`src/rtl/fir_decim_buffer.sv`:
```
// fir_decim_buffer: accumulate-and-dump decimator for the FIR output stream,
// followed by a small first-word-fall-through FIFO with valid/ready output
// and a sticky overflow flag for results dropped while the queue is full.
module fir_decim_buffer #(
  parameter int DW    = 8,
  parameter int DECIM = 4,
  parameter int DEPTH = 4
) (
  input  logic                     clk,
  input  logic                     reset,
  input  logic signed [DW-1:0]     y_in,
  input  logic                     in_en,
  output logic signed [DW-1:0]     dec_out,
  output logic                     out_valid,
  input  logic                     out_ready,
  output logic [$clog2(DEPTH):0]   fifo_count,
  output logic                     overflow
);

  localparam int LW = $clog2(DECIM);
  localparam int AW = DW + LW;
  localparam int PW = $clog2(DEPTH);
  localparam int CW = PW + 1;
  localparam logic [LW-1:0] PH_LAST  = LW'(DECIM - 1);
  localparam logic [CW-1:0] FULL_CNT = CW'(DEPTH);

  logic signed [AW-1:0] acc;
  logic        [LW-1:0] ph;
  logic signed [AW-1:0] y_ext;
  logic signed [AW-1:0] sum;
  logic signed [DW-1:0] push_data;
  logic                 last;
  logic                 push;
  logic                 pop;
  logic                 full;
  logic                 push_ok;

  logic signed [DW-1:0] mem [DEPTH];
  logic        [PW-1:0] wptr;
  logic        [PW-1:0] rptr;

  // Datapath and handshake decode; the dumped average is the sum with its
  // low log2(DECIM) bits dropped, i.e. an arithmetic shift right.
  always_comb begin
    y_ext     = {{LW{y_in[DW-1]}}, y_in};
    sum       = acc + y_ext;
    push_data = sum[AW-1:LW];
    last      = (ph == PH_LAST);
    push      = in_en && last;
    out_valid = (fifo_count != '0);
    pop       = out_valid && out_ready;
    full      = (fifo_count == FULL_CNT);
    push_ok   = push && (!full || pop);
    dec_out   = out_valid ? mem[rptr] : '0;
  end

  // Accumulator and phase counter; both hold while in_en is low.
  always_ff @(posedge clk) begin
    if (reset) begin
      acc <= '0;
      ph  <= '0;
    end else if (in_en) begin
      if (last) begin
        acc <= '0;
        ph  <= '0;
      end else begin
        acc <= sum;
        ph  <= ph + LW'(1);
      end
    end
  end

  // FIFO storage, pointers, occupancy and sticky overflow.
  always_ff @(posedge clk) begin
    if (reset) begin
      for (int unsigned i = 0; i < DEPTH; i++) mem[i] <= '0;
      wptr       <= '0;
      rptr       <= '0;
      fifo_count <= '0;
      overflow   <= 1'b0;
    end else begin
      if (push_ok) begin
        mem[wptr] <= push_data;
        wptr      <= wptr + PW'(1);
      end
      if (pop) rptr <= rptr + PW'(1);
      case ({push_ok, pop})
        2'b10:   fifo_count <= fifo_count + CW'(1);
        2'b01:   fifo_count <= fifo_count - CW'(1);
        default: fifo_count <= fifo_count;
      endcase
      if (push && !push_ok) overflow <= 1'b1;
    end
  end

endmodule

```
`config.mk`:
```
export PLATFORM = sky130hd
export DESIGN_NAME = fir_decim_buffer
export DESIGN_NICKNAME = d
export VERILOG_FILES = /design/src/rtl/fir_decim_buffer.sv
export SDC_FILE = /design/constraint.sdc
export NUM_CORES = 1
export LEC_CHECK = 0
export BUFFER_PORTS_ARGS = -buffer_cell sky130_fd_sc_hd__buf_4
export CORE_MARGIN = 3
export CORE_UTILIZATION = 64
export CTS_CLUSTER_SIZE = 20
export DETAILED_ROUTE_END_ITERATION = 10
export GPL_TIMING_DRIVEN = 1
export PLACE_DENSITY = 0.85
export SETUP_SLACK_MARGIN = 0.2
export SLEW_MARGIN = 0
export SYNTH_ARGS = -nofsm -noshare
export SYNTH_HDL_FRONTEND = slang
export SYNTH_SLANG_ARGS = --single-unit
```
`constraint.sdc`:
```
create_clock -name clk -period 3.98 [get_ports clk]
set_input_delay 0.199 -clock clk [delete_from_list [all_inputs] [get_ports clk]]
set_output_delay 0.199 -clock clk [all_outputs]
set_load 0.005 [all_outputs]
```
==> flow_metrics.env, run 1 <==
export IMPL_cp_slowest_cell="or3_1"
export IMPL_grt_pass1_vias=1887
export IMPL_synth_enable_flop_cells=32
export IMPL_cts_sinks=54
export IMPL_antenna_found_initial=0
export IMPL_cts_buffers=5
export IMPL_wire_per_inst_um=16.8
export IMPL_hold_path_class="in2reg"
export IMPL_slowest_delay_ns=0.51
export IMPL_num_vias=1922
export IMPL_max_freq_ghz=0.398
export IMPL_final_layout_size_suffix_gt1_share_pct=20.2
export IMPL_num_io_pins=25
export IMPL_cts_tree="done"
export IMPL_worst_ep_arrival_time_ns=2.49
export IMPL_synthFlopType="edfxtp_1"
export IMPL_nNetsFinal=295
export IMPL_rrSetupSlack_ns=1.46
export IMPL_path_buf_inv=0
export IMPL_critPathCaptureType="flip-flop"
export IMPL_syn_cell_area_um2=2830
export IMPL_critPathKind="reg2reg"
export IMPL_start_util_pct=68.3
export IMPL_antenna_left=0
export IMPL_path_cells="ha_1, nand2_4, or3_4, or3_1, nand2b_1"
export IMPL_power_density_nw_per_um2=482
export IMPL_tightest_slew_ns=0.566
export IMPL_drc=0
export IMPL_synth_seq_cells=54
export IMPL_hpwl_um=4010
export IMPL_drt_pass1_iter_count=4
export IMPL_place_ws_ns=1.45
export IMPL_row_count=23
export IMPL_synth_nets=277
export IMPL_die_w_um=72.5
export IMPL_leakagePower_nw=1.21
export IMPL_die_area_um2=5260
export IMPL_core_area_um2=4140
export IMPL_gp_congestion=0.795
export IMPL_clk_latency_ns=0.30
export IMPL_maxSlewViolCount=0
export IMPL_hold_worst_slack_ns=0.211
export IMPL_ys_seq_area_share_pct=49.5
export IMPL_post_cts_resized=0
export IMPL_syn2layout_area_growth_pct=9.59
export IMPL_viasPerCell=5.97
export IMPL_fin_crit_sh_pct=63.2
export IMPL_critical_path_top_delay_family="simple AND/OR/NAND/NOR gates"
export IMPL_htree_levels=2
export IMPL_ys_warn_count=0
export IMPL_io_buffers=24
export IMPL_synth_avg_cell_area_um2=11.2
export IMPL_worstPathRequired_ns=3.96
export IMPL_placed_area_um2=2990
export IMPL_grt_pass1_wl_um=8910
export IMPL_status="finished, final reports clean"
export IMPL_hold_violations=0
export IMPL_cts_setup_buffers=0
export IMPL_setup_viol=0
export IMPL_cts_hold_buffers=0
export IMPL_n_antenna_cell=0
export IMPL_fin_ws_ns=1.46
export IMPL_vdd_drop_max_mv=0.238
export IMPL_rsz0062_at_grt="no"
export IMPL_fin_skew_ns=0.00373
export IMPL_die_y_um=72.5
export IMPL_final_setup_tns_ns=0
export IMPL_routed_wl_um=5410
export IMPL_fin_area_um2=3100
export IMPL_yosysUniqueCellTypes=54
export IMPL_clock_path_buffers=2
export IMPL_slew_headroom_pct=62.0
export IMPL_clk_pin_slew_ns=0.09
export IMPL_grt_max_degree=32
export IMPL_syn_inst=253
export IMPL_async_flop_share_pct=0
export IMPL_grt_usage_pct=22.6
export IMPL_overflow=0
export IMPL_max_cap_viol_count=0
export IMPL_cts_root_buf="clkbuf_8"
export IMPL_path_max_fanout=11
export IMPL_period_minus_slack_ns=2.52
export IMPL_start_kind="flip-flop"
export IMPL_drt_initial_drc_count=126
[kinds of logic (layout without fill, tap and decap cells)]
logic type | count (synthesis) | count (layout) | share of synthesized area, %
and+or+nand+nor | 110 | 110 | 19.5
DFF | 54 | 54 | 49.5
AOI/OAI and AO/OA | 37 | 37 | 10.4
buffers and inverters | 18 | 37 | 3.54
xor gates and xnor gates | 13 | 13 | 4.51
adders and majority gates | 12 | 12 | 5.83
muxes | 9 | 9 | 6.72
[layer usage]
| metal | global-route usage [%] | share of wire [%] | vias up |
|---|---|---|---|
| li1 | - | - | 945 |
| met1 | 27.7 | 41 | 916 |
| met2 | 39.4 | 53 | 51 |
| met3 | 4.85 | 4.8 | 10 |
| met4 | 7.99 | 1.3 | 0 |
| met5 | 0 | 0 | - |
[placed cells by master (no fill, tap or decap), drive strengths merged, types with 2 or more instances in the layout]
master | Yosys | routed
nand2b | 4 | 4
o21ai | 3 | 3
o211ai | 2 | 2
o32ai | 2 | 2
xor2 | 8 | 8
nor2b | 2 | 2
edfxtp | 32 | 32
dfxtp | 22 | 22
xnor2 | 4 | 4
buf | 6 | 24
and2 | 8 | 8
or4 | 2 | 2
a21oi | 13 | 13
o21a | 3 | 3
nor3 | 5 | 5
inv | 5 | 5
or3 | 4 | 4
nor4 | 2 | 2
nor3b | 2 | 2
nor2 | 59 | 59
mux4 | 8 | 8
ha | 10 | 10
clkbuf | 7 | 6
o211a | 2 | 2
nor4b | 2 | 2
nand2 | 12 | 12
nand3 | 3 | 3
fa | 2 | 2
a211oi | 3 | 3
[metrics by stage]
step / utilization (%) / std cells / power, mW
5_1_grt: 74.9 / 322 / 1.58
3_5_place_dp: 72.2 / 314 / 1.14
2_1_floorplan: - / 253 / 0.999
4_1_cts: 74.9 / 322 / 1.50
6_report: 74.9 / 322 / 1.49
3_3_place_gp: 72.2 / 314 / 1.13
[synth_stat cells (3+ instances only)]
| master | count | area [um2] |
|---|---|---|
| a21oi_1 | 12 | 60.1 |
| buf_6 | 4 | 45.0 |
| inv_1 | 5 | 18.8 |
| nand2_1 | 11 | 41.3 |
| dfxtp_1 | 22 | 440 |
| ha_1 | 10 | 125 |
| nand2b_1 | 4 | 25.0 |
| xor2_1 | 8 | 70.1 |
| nor2_2 | 6 | 37.5 |
| mux4_2 | 8 | 180 |
| clkbuf_1 | 7 | 26.3 |
| nor2_1 | 53 | 199 |
| and2_1 | 8 | 50.1 |
| nor3_1 | 5 | 25.0 |
| edfxtp_1 | 32 | 961 |
| or3_1 | 3 | 18.8 |
| o21a_1 | 3 | 22.5 |
| xnor2_1 | 4 | 35.0 |
| nand3_1 | 3 | 15.0 |
[final timing paths]
path                                   to  cells past startpoint     start
worst max register to register  mem[0][4]                      5     ph[0]
worst max-delay path            mem[0][4]                      5     ph[0]
worst min register to register   overflow                      2  overflow
worst min-delay path               acc[5]                      2     in_en
[report_power, final]
| part | leakage (nW) | internal [mW] | total, mW | switching (mW) |
|---|---|---|---|---|
| logic | 0.646 | 0.215 | 0.447 | 0.232 |
| clock network | 0.0514 | 0.188 | 0.363 | 0.175 |
| registers | 0.510 | 0.635 | 0.685 | 0.0502 |
| total | 1.21 | 1.04 | 1.49 | 0.457 |
[registers in the layout (all words and copies together), names as in the netlist, named ones only]
| register | count |
|---|---|
| wptr | 2 |
| ph | 2 |
| mem | 32 |
| rptr | 2 |
| fifo_count | 3 |
| acc | 10 |
| overflow | 1 |
[final cells by class]
type	instances	area, um2
flip-flops and latches	54	1400
inverters	5	18.8
repair buffers	24	180
multi-input cells	181	1330
fillers	289	1040
well taps	50	62.6
clock inverters	2	37.5
clock buffers	6	72.6
(Power assumes the default switching activity.)
==> inputs of run 2 (changes only) <==
--- a/config.mk
+++ b/config.mk
@@ -7,11 +7,11 @@
 export LEC_CHECK = 0
 export BUFFER_PORTS_ARGS = -buffer_cell sky130_fd_sc_hd__buf_4
 export CORE_MARGIN = 3
-export CORE_UTILIZATION = 64
+export CORE_UTILIZATION = 59
 export CTS_CLUSTER_SIZE = 20
 export DETAILED_ROUTE_END_ITERATION = 10
 export GPL_TIMING_DRIVEN = 1
-export PLACE_DENSITY = 0.85
+export PLACE_DENSITY = 0.79
 export SETUP_SLACK_MARGIN = 0.2
 export SLEW_MARGIN = 0
 export SYNTH_ARGS = -nofsm -noshare
==> constraint.sdc (replaced) <==
create_clock -name clk -period 2.5 [get_ports clk]
set_input_delay 0.125 -clock clk [delete_from_list [all_inputs] [get_ports clk]]
set_output_delay 0.125 -clock clk [all_outputs]
set_load 0.005 [all_outputs]
==> run 2 against run 1 <==
Design area is 2.5% higher. Hold slack lost 0.089 ns. Critical path depth up 3. Power increased by 58%. Sequential share of layout area shrank 1.1 points. First-iteration DRC count unchanged. Worst setup slack lost 1.2 ns. Sequential cell count did not move. Via count rose by 1.4%. Clock-buffer cell count did not move. Clock skew grew 0.0047 ns. Highest routed layer unchanged.
==> flow_metrics.env, run 2 (synthesis gave the netlist of run 1 again) <==
export IMPL_grt_usage_pct=21.1
export IMPL_final_cell_mix="nor2_1, edfxtp_1, buf_4"
export IMPL_clk_latency_ns=0.31
export IMPL_fillCellCount=362
export IMPL_core_area_um2=4500
export IMPL_globalRouteMet1Util_pct=28.3
export IMPL_status="finished, final reports clean"
export IMPL_n_antenna_cell=0
export IMPL_antenna_left=0
export IMPL_rrSetupSlack_ns=0.29
export IMPL_use_met2_pct=35.3
export IMPL_slowest_delay_ns=0.36
export IMPL_path_buf_inv=0
export IMPL_cp_slowest_cell="fa_2"
export IMPL_grt_pass1_wl_um=8780
export IMPL_drt_initial_drc_count=126
export IMPL_worst_ep_arrival_time_ns=2.28
export IMPL_drc=0
export IMPL_tightest_slew_ns=0.559
export IMPL_num_io_pins=25
export IMPL_io_buffers=24
export IMPL_final_util_pct=70.6
export IMPL_placed_area_um2=3030
export IMPL_die_w_um=75.3
export IMPL_die_area_um2=5670
export IMPL_vdd_drop_max_mv=0.386
export IMPL_nNetsFinal=301
export IMPL_leakagePower_nw=1.23
export IMPL_hold_violations=0
export IMPL_busiest_layer="met2"
export IMPL_critical_path_top_delay_family="compound AO/OA/AOI/OAI gates"
export IMPL_design_power_total_mw=2.36
export IMPL_hold_path_class="in2reg"
export IMPL_maxSlewViolCount=0
export IMPL_rsz0062_at_grt="yes"
export IMPL_regMostFlops="mem"
export IMPL_fin_skew_ns=0.00839
export IMPL_wire_per_inst_um=16.5
export IMPL_reg_top3="mem: 32 flops, acc: 10 flops, fifo_count: 3 flops"
export IMPL_path_max_fanout=4
export IMPL_final_setup_tns_ns=0
export IMPL_worstPathRequired_ns=2.57
export IMPL_htree_levels=2
export IMPL_fin_crit_sh_pct=88.4
export IMPL_met3_usage_pct=3.60
export IMPL_start_util_pct=62.9
export IMPL_cts_root_buf="clkbuf_8"
export IMPL_power_density_nw_per_um2=741
export IMPL_largest_reg_flops=32
export IMPL_critPathCaptureType="flip-flop"
export IMPL_multi_input_area_um2=1370
export IMPL_place_ws_ns=0.113
export IMPL_clock_path_buffers=2
export IMPL_slew_headroom_pct=62.5
export IMPL_final_cell_count_no_fill=330
export IMPL_path_cells="ha_4, fa_2, a21oi_2, nor2b_1, o31a_1, o41ai_4, xor2_2, nor2_1"
export IMPL_num_vias=1948
export IMPL_hold_worst_slack_ns=0.122
export IMPL_start_kind="flip-flop"
export IMPL_max_freq_ghz=0.452
export IMPL_routed_wl_um=5440
export IMPL_fin_area_um2=3180
export IMPL_period_minus_slack_ns=2.21
export IMPL_regArea_um2=1400
export IMPL_cts_sinks=54
export IMPL_rr_startpoint="acc[0]"
export IMPL_clk_pin_slew_ns=0.10
export IMPL_overflow=0
export IMPL_fin_ws_ns=0.289
export IMPL_final_layout_size_suffix_gt1_share_pct=25.5
export IMPL_row_count=24
export IMPL_layout_commonest_cell="nor2_1"
export IMPL_hp_start="in_en"
export IMPL_cts_hold_buffers=0
export IMPL_drt_pass1_iter_count=4
export IMPL_cts_buffers=5
export IMPL_gp_congestion=0.744
export IMPL_antenna_found_initial=0
export IMPL_place_inst=321
export IMPL_die_y_um=75.3
export IMPL_viasPerCell=5.90
export IMPL_grt_max_degree=32
export IMPL_critPathLaunch="acc[0]"
export IMPL_hpwl_um=3760
export IMPL_setup_viol=0
export IMPL_cts_tree="done"
export IMPL_critPathKind="reg2reg"
export IMPL_grt_pass1_vias=1830
export IMPL_max_cap_viol_count=0
export IMPL_syn2layout_area_growth_pct=12.3
run 2: worst paths after layout:
| path | depth (start not counted) | to |
|---|---|---|
| setup / recovery | 8 | mem[2][6] |
| hold / removal | 2 | acc[6] |
| setup reg to reg | 8 | mem[2][6] |
| hold reg to reg | 2 | acc[5] |
run 2: area by class of cell:
type / instances / area share, %
clock buffers: 6 / 2.60
clock inverters: 2 / 0.511
inverters: 5 / 0.590
multi-input cells: 181 / 43.1
flip-flops and latches: 54 / 44.1
well taps: 52 / 2.05
repair buffers: 30 / 7.08
run 2: where the power goes:
part	total (mW)	internal (mW)	switching (mW)
clock	0.521	0.228	0.293
sequential	1.09	1.01	0.0814
combinational	0.743	0.370	0.374
total	2.36	1.61	0.748
run 2: repair_timing:
action	in CTS	in global routing
pin swaps	0	0
resized for setup	2	8
buffers inserted	1	0
endpoints found under the setup margin	4	26
run 2: per-layer routing:
metal	vias up	share of wire [%]
met1	951	44
met4	0	1.4
met5	-	0
li1	949	-
met2	42	51
met3	6	3.8
run 2: worst register-to-register path, delay by kind of cell, from the launching register on:
family          cells  cell delay (ns)
compound gates      3             0.72
fa+ha+maj           2             0.53
flops               1             0.34
xor+xnor            1             0.25
simple gates        2             0.14
